### src/rtl/alu_pkg.sv
// Shared ALU definitions: multiplier FSM encoding, radix-4 Booth digit
// codes and the digit-count macro.

`define BOOTH_N(w) ((w) / 2 + 1)

package alu_pkg;

    typedef enum logic [1:0] {
        IDLE = 2'd0,
        RUN  = 2'd1,
        DONE = 2'd2
    } state_t;

    // Radix-4 Booth digit codes (Q[2i+2:2i]) grouped by the multiple they select
    localparam logic [2:0] BD_ZERO_P = 3'b000;
    localparam logic [2:0] BD_P1_LO  = 3'b001;
    localparam logic [2:0] BD_P1_HI  = 3'b010;
    localparam logic [2:0] BD_P2     = 3'b011;
    localparam logic [2:0] BD_M2     = 3'b100;
    localparam logic [2:0] BD_M1_LO  = 3'b101;
    localparam logic [2:0] BD_M1_HI  = 3'b110;
    localparam logic [2:0] BD_ZERO_N = 3'b111;

endpackage

### src/rtl/booth_radix4_seq_multiplier_if.sv
// Operand/result handshake bundle of the sequential Booth multiplier.

interface booth_radix4_seq_multiplier_if #(
    parameter int W = 16
);
    logic           in_valid;
    logic           in_ready;
    logic [W-1:0]   op1;
    logic [W-1:0]   op2;
    logic           is_signed;
    logic           flush;
    logic           out_valid;
    logic           out_ready;
    logic [2*W-1:0] result;

    // Requester / consumer side
    modport master (
        output in_valid, op1, op2, is_signed, flush, out_ready,
        input  in_ready, out_valid, result
    );

    // Multiplier side
    modport slave (
        input  in_valid, op1, op2, is_signed, flush, out_ready,
        output in_ready, out_valid, result
    );
endinterface

### src/rtl/booth_r4_encoder.sv
// Radix-4 Booth digit to partial product (W+2 bits, two's complement).

module booth_r4_encoder
    import alu_pkg::*;
#(
    parameter int W = 16
) (
    input  logic [2:0]   digit_i,
    input  logic [W+1:0] m_i,
    output logic [W+1:0] pp_o
);
    logic [W+1:0] m2;

    // 2M never overflows W+2 bits since M carries two guard bits
    assign m2 = {m_i[W:0], 1'b0};

    // Select 0, +-M or +-2M from the three overlapping multiplier bits
    always_comb begin
        pp_o = '0;
        case (digit_i)
            BD_ZERO_P, BD_ZERO_N: pp_o = '0;
            BD_P1_LO, BD_P1_HI:   pp_o = m_i;
            BD_P2:                pp_o = m2;
            BD_M2:                pp_o = -m2;
            BD_M1_LO, BD_M1_HI:   pp_o = -m_i;
            default:              pp_o = '0;
        endcase
    end
endmodule

### src/rtl/booth_radix4_seq_multiplier.sv
// Iterative radix-4 Booth multiplier: one digit per clock, fixed N-cycle
// latency, valid/ready on both sides, synchronous flush.

module booth_radix4_seq_multiplier
    import alu_pkg::*;
#(
    parameter int W = 16
) (
    input logic                          clk,
    input logic                          rst_b,
    booth_radix4_seq_multiplier_if.slave bus
);
    localparam int N  = `BOOTH_N(W);
    localparam int CW = $clog2(N);
    localparam int AW = 2 * W + 4;

    state_t         state_q, state_d;
    logic [CW-1:0]  cnt_q, cnt_d;
    logic [W+1:0]   m_q, m_d;
    logic [W+2:0]   q_q, q_d;
    logic [AW-1:0]  acc_q, acc_d;
    logic [2*W-1:0] result_q, result_d;

    logic [2:0]     digit;
    logic [W+1:0]   pp;
    logic [AW-1:0]  pp_shift;
    logic           ext_m;
    logic           ext_q;

    // Digit i sits at Q[2i+2:2i]; the shift keeps the read in range for any cnt
    assign digit    = 3'(q_q >> {cnt_q, 1'b0});
    assign pp_shift = {{(W + 2){pp[W+1]}}, pp} << {cnt_q, 1'b0};
    assign ext_m    = bus.is_signed & bus.op1[W-1];
    assign ext_q    = bus.is_signed & bus.op2[W-1];

    booth_r4_encoder #(.W(W)) u_enc (
        .digit_i (digit),
        .m_i     (m_q),
        .pp_o    (pp)
    );

    // Outputs are pure functions of state so in_ready is 0 for the whole DONE phase
    assign bus.in_ready  = (state_q == IDLE);
    assign bus.out_valid = (state_q == DONE);
    assign bus.result    = result_q;

    // Next state: flush beats accept and the result handshake
    always_comb begin
        state_d  = state_q;
        cnt_d    = cnt_q;
        m_d      = m_q;
        q_d      = q_q;
        acc_d    = acc_q;
        result_d = result_q;
        unique case (state_q)
            IDLE: begin
                if (!bus.flush && bus.in_valid) begin
                    state_d = RUN;
                    cnt_d   = '0;
                    acc_d   = '0;
                    m_d     = {{2{ext_m}}, bus.op1};
                    q_d     = {{2{ext_q}}, bus.op2, 1'b0};
                end
            end
            RUN: begin
                if (bus.flush) begin
                    state_d = IDLE;
                end else begin
                    acc_d = acc_q + pp_shift;
                    cnt_d = cnt_q + 1'b1;
                    // Last digit always runs, even when it is 0 in signed mode
                    if (cnt_q == CW'(N - 1)) begin
                        state_d  = DONE;
                        result_d = acc_d[2*W-1:0];
                    end
                end
            end
            DONE: begin
                if (bus.flush || bus.out_ready) begin
                    state_d = IDLE;
                end
            end
            default: state_d = IDLE;
        endcase
    end

    // State and datapath registers
    always_ff @(posedge clk or negedge rst_b) begin
        if (!rst_b) begin
            state_q  <= IDLE;
            cnt_q    <= '0;
            m_q      <= '0;
            q_q      <= '0;
            acc_q    <= '0;
            result_q <= '0;
        end else begin
            state_q  <= state_d;
            cnt_q    <= cnt_d;
            m_q      <= m_d;
            q_q      <= q_d;
            acc_q    <= acc_d;
            result_q <= result_d;
        end
    end
endmodule
### src/flat_wrapper.sv
// flat-port wrapper written by rule: the top's interface ports become plain ports
module booth_radix4_seq_multiplier_flat import alu_pkg::*;
#(
    parameter int W = 16
)
  (clk, rst_b, bus_in_valid, bus_op1, bus_op2, bus_is_signed, bus_flush, bus_out_ready, bus_in_ready, bus_out_valid, bus_result);
  booth_radix4_seq_multiplier_if #(.W(W)) bus_i ();
  input logic clk;
  input logic rst_b;
  input wire logic [$bits(bus_i.in_valid)-1:0] bus_in_valid;
  input wire logic [$bits(bus_i.op1)-1:0] bus_op1;
  input wire logic [$bits(bus_i.op2)-1:0] bus_op2;
  input wire logic [$bits(bus_i.is_signed)-1:0] bus_is_signed;
  input wire logic [$bits(bus_i.flush)-1:0] bus_flush;
  input wire logic [$bits(bus_i.out_ready)-1:0] bus_out_ready;
  output wire logic [$bits(bus_i.in_ready)-1:0] bus_in_ready;
  output wire logic [$bits(bus_i.out_valid)-1:0] bus_out_valid;
  output wire logic [$bits(bus_i.result)-1:0] bus_result;
  assign bus_i.in_valid = bus_in_valid;
  assign bus_i.op1 = bus_op1;
  assign bus_i.op2 = bus_op2;
  assign bus_i.is_signed = bus_is_signed;
  assign bus_i.flush = bus_flush;
  assign bus_i.out_ready = bus_out_ready;
  assign bus_in_ready = bus_i.in_ready;
  assign bus_out_valid = bus_i.out_valid;
  assign bus_result = bus_i.result;
  booth_radix4_seq_multiplier #(.W(W)) u_core (.clk(clk), .rst_b(rst_b), .bus(bus_i));
endmodule
### config.mk
export PLATFORM = sky130hd
export DESIGN_NAME = booth_radix4_seq_multiplier_flat
export DESIGN_NICKNAME = d
export VERILOG_FILES = /design/src/rtl/alu_pkg.sv /design/src/rtl/booth_radix4_seq_multiplier_if.sv /design/src/rtl/booth_r4_encoder.sv /design/src/rtl/booth_radix4_seq_multiplier.sv /design/src/flat_wrapper.sv
export SDC_FILE = /design/constraint.sdc
export NUM_CORES = 1
export LEC_CHECK = 0
export CAP_MARGIN = 20
export CORE_AREA = 5 5 167 169
export CTS_CLUSTER_DIAMETER = 60
export DETAILED_ROUTE_END_ITERATION = 10
export DIE_AREA = 0 0 172 174
export PLACE_DENSITY = 0.46
export SYNTH_ARGS = -nofsm -noshare
export SYNTH_HDL_FRONTEND = slang
export SYNTH_SLANG_ARGS = --single-unit
### constraint.sdc
create_clock -name clk -period 7.1 [get_ports clk]
set_clock_uncertainty 0.1 [all_clocks]
set_input_delay 1.42 -clock clk [delete_from_list [all_inputs] [get_ports clk]]
set_output_delay 1.42 -clock clk [all_outputs]
set_load 0.02 [all_outputs]
==> summary.md <==
| Metric | Value |
|---|---|
| Status | complete, no violations |
| First-pass GRT wire length | 37670 um |
| Max Slew Vio Count | 0 |
| Crit path time final | 6594 ps |
| Synth Register Bits | 104 |
| Power density cells | 482.1 nW/um2 |
| Worst-Skew Late Latency | 370 ps |
| Setup slack, reg-to-reg | 510 ps |
| Die area | 29930 um2 |
| Detail Route Antenna Nets | 0 |
| Post-CTS setup repair buffer count | 0 |
| Crit path launch type | register |
| 1st-pass router iterations | 5 |
| Distinct cells, synth | 76 |
| Worst-margin pin slew | 949.8 ps |
| Top cell type's share of synthesized area | 33.72% |
| Leakage | 3.934 nW |
| Largest net degree at the start of global routing | 68 |
| Horiz. Die Dim | 172 um |
| Setup TNS | 0 ps |
| CTS tree | done |
| GRT Overall Usage | 15.56% |
| WL final | 23040 um |
| Total number of H-tree levels | 3 |
| Area leader, netlist | dfrtp_1 |
| CP Capture Type | register |
| Total clock sinks | 104 |
| Max Root-Sink Buffers | 2 |
| FF-to-FF path depth | 20 |
| Number of I/O pins | 72 |
| CTS root buffer | clkbuf_16 |
| Initial DRC count | 491 |
| Area contributors post-synth | dfrtp_1 (34%), nand2_1 (6.6%), mux2_2 (6.0%), ha_1 (5.5%), xnor2_1 (3.9%) |
| Die span in y | 174 um |
| Area growth, synth to finish | 17.93% |
| Via count | 6720 |
| Initial antenna violation count | 0 |
| Worst EP arrival | 6770 ps |
| Wire per inst | 18.15 um |
| Cell Area, Synth | 7717 um2 |
| Worst Path Max Fanout | 14 |
| Yosys Warn Count | 0 |
| Vias in the first global route | 6706 |
| Post-CTS resize count | 0 |
| Max-Cap Viols | 0 |
| Sequential fraction of the synthesis area | 33.72% |
| Row count | 60 |
| WS Path Type | reg2reg |
| CTS Hold Bufs | 0 |
| Overflow left after global routing | 0 |
| Highest Clock Rate | 151.6 MHz |
| DR DRC count | 0 |
| Relative slew slack | 36.53% |
| Diodes inserted | 0 |
| Worst IR Drop VDD | 0.0001410 V |
| Worst hold path class | reg2reg |
| Starting density of the core | 29.20% |
| EDFF count, synth | 0 |
| Primary FF master, synth | dfrtp_1 |
| Net count after synthesis | 943 |
| RSZ-0062 raised after global routing | false |
| Worst Setup Slack, final | 505.5 ps |
| Core Region | 26430 um2 |
| PortBufs | 71 |
| GR Util met1 | 21.72% |
| Final net count | 996 |
| Layout cells sized above 1 | 12.18% |
| Data required, critical path | 7280 ps |
| M3 GR Usage | 2.161% |
| Dpl hpwl | 17050 um |
| Fin crit share | 92.88% |
| M2 GR Usage | 25.52% |
| Final hold vios | 0 |
| Top Usage Layer GRT | met2 |
| Place WS | 529.7 ps |
| Vias per std cell | 5.296 |
| Routability cong. | 0.9048 |
| Hold depth | 2 |
| Syn Area/Cell | 8.871 um2 |
| Gate count of the mapped netlist | 870 |
| Clk slew on worst S/H paths | 80 ps |
| Asr flop ratio synth | 100.0% |
| Cts bufs inserted | 9 |
| Final setup fails | 0 |
through the flow:
stage / instances / power, mW / hold slack, ps / area [um2] / util [%]
after floorplan: 870 / 3.116 / 355.1 / 7717 / -
after global placement: 1253 / 3.893 / 358.2 / 8797 / 33.29
after detailed placement: 1253 / 3.867 / 363.6 / 8797 / 33.29
after CTS: 1269 / 4.404 / 384.4 / 9087 / 34.39
after global routing: 1269 / 4.769 / 403.2 / 9101 / 34.44
final: 1269 / 4.387 / 376.2 / 9101 / 34.44
per-layer routing:
layer / up-vias / part of all wire, %
met5: - / 0
met3: 23 / 3.7
met2: 141 / 48
met4: 0 / 1.4
li1: 3289 / -
met1: 3267 / 47
path summary, 6_finish.rpt:
kind,from,endpoint
max,u_core.cnt_q[1],u_core.acc_q[31]
min,u_core.bus.result[17],u_core.bus.result[17]
max reg2reg,u_core.cnt_q[1],u_core.acc_q[31]
min reg2reg,u_core.bus.result[17],u_core.bus.result[17]
max in group asynchronous,rst_b,u_core.cnt_q[1]
min in group asynchronous,rst_b,u_core.bus.result[6]
critical path, cell delays in order (launching register included):
cell,delay (ps)
dfrtp_1,720
mux4_1,370
a2bb2oi_1,360
nand2_1,320
nand3_1,440
o21ai_0,160
a222oi_1,760
mux4_2,430
a211oi_1,100
ha_1,370
a21o_1,200
a21o_1,170
a21o_1,180
a221o_1,330
a221o_1,340
a21oi_1,180
a311o_1,380
o211ai_1,140
mux2i_1,210
nor2_1,60
o211ai_1,190
synth_stat cells (9+ instances only):
library cell and n:
a211oi_1 9, a21o_1 19, a21oi_1 45, a22o_1 26
and2_1 12, and3_1 9, buf_2 11, clkbuf_1 30
dfrtp_1 104, ha_1 34, inv_1 15, mux2_2 41
mux2i_1 15, nand2_1 136, nand3_1 14, nor2_1 75
nor3_1 21, o211ai_1 10, o21ai_0 49, xnor2_1 34
xor2_1 13
report_power, final:
part           total, mW  leakage (nW)  switching (mW)  internal [mW]
clock              0.511         0.145           0.257          0.253
sequential         0.839          1.35           0.125          0.714
combinational       3.04          2.44            1.77           1.27
total               4.39          3.93            2.15           2.23
layout by cell type, fill, tap and decap left out, types with 6 or more instances in the layout:
cell type / instances
and3_1: 9
and2_1: 12
a31oi_1: 6
mux4_2: 8
or3_1: 8
o211ai_1: 10
mux2_2: 41
a22o_1: 26
a221oi_1: 7
clkbuf_16: 9
o22ai_1: 8
o21ai_0: 49
nand2b_1: 7
clkdlybuf4s50_1: 70
xnor2_1: 34
mux2i_1: 15
a21o_1: 19
xor2_1: 13
a21oi_1: 45
ha_1: 34
or4_1: 6
nor3_1: 20
dfrtp_1: 104
inv_1: 15
buf_4: 21
nor2b_1: 6
nand3_1: 14
nand2_1: 136
a211oi_1: 9
nor2_1: 73
registers in the layout, indices dropped and copies added, names as in the netlist:
name	count
u_core.state_q	2
u_core.bus.result	32
u_core.q_q	17
u_core.m_q	17
u_core.acc_q	32
u_core.cnt_q	4
logic make-up (layout without fill, tap and decap cells):
kind of cell | Yosys count | after routing | synth area share, %
simple gates | 325 | 325 | 20.12
compound gates | 230 | 230 | 20.72
flops | 104 | 104 | 33.72
mux | 65 | 65 | 10.60
buf+inv | 64 | 122 | 3.729
xor+xnor | 47 | 47 | 5.334
fa+ha+maj | 35 | 35 | 5.772
cell type report:
| class | count | area, um2 |
|---|---|---|
| clock buffers | 10 | 239.0 |
| clock inverters | 6 | 51.30 |
| fillers | 2768 | 17320 |
| inverters | 15 | 56.30 |
| multi-input cells | 702 | 4867 |
| flip-flops and latches | 104 | 2603 |
| well taps | 341 | 426.7 |
| repair buffers | 91 | 858.3 |
Power figures use the tool's default switching activity.
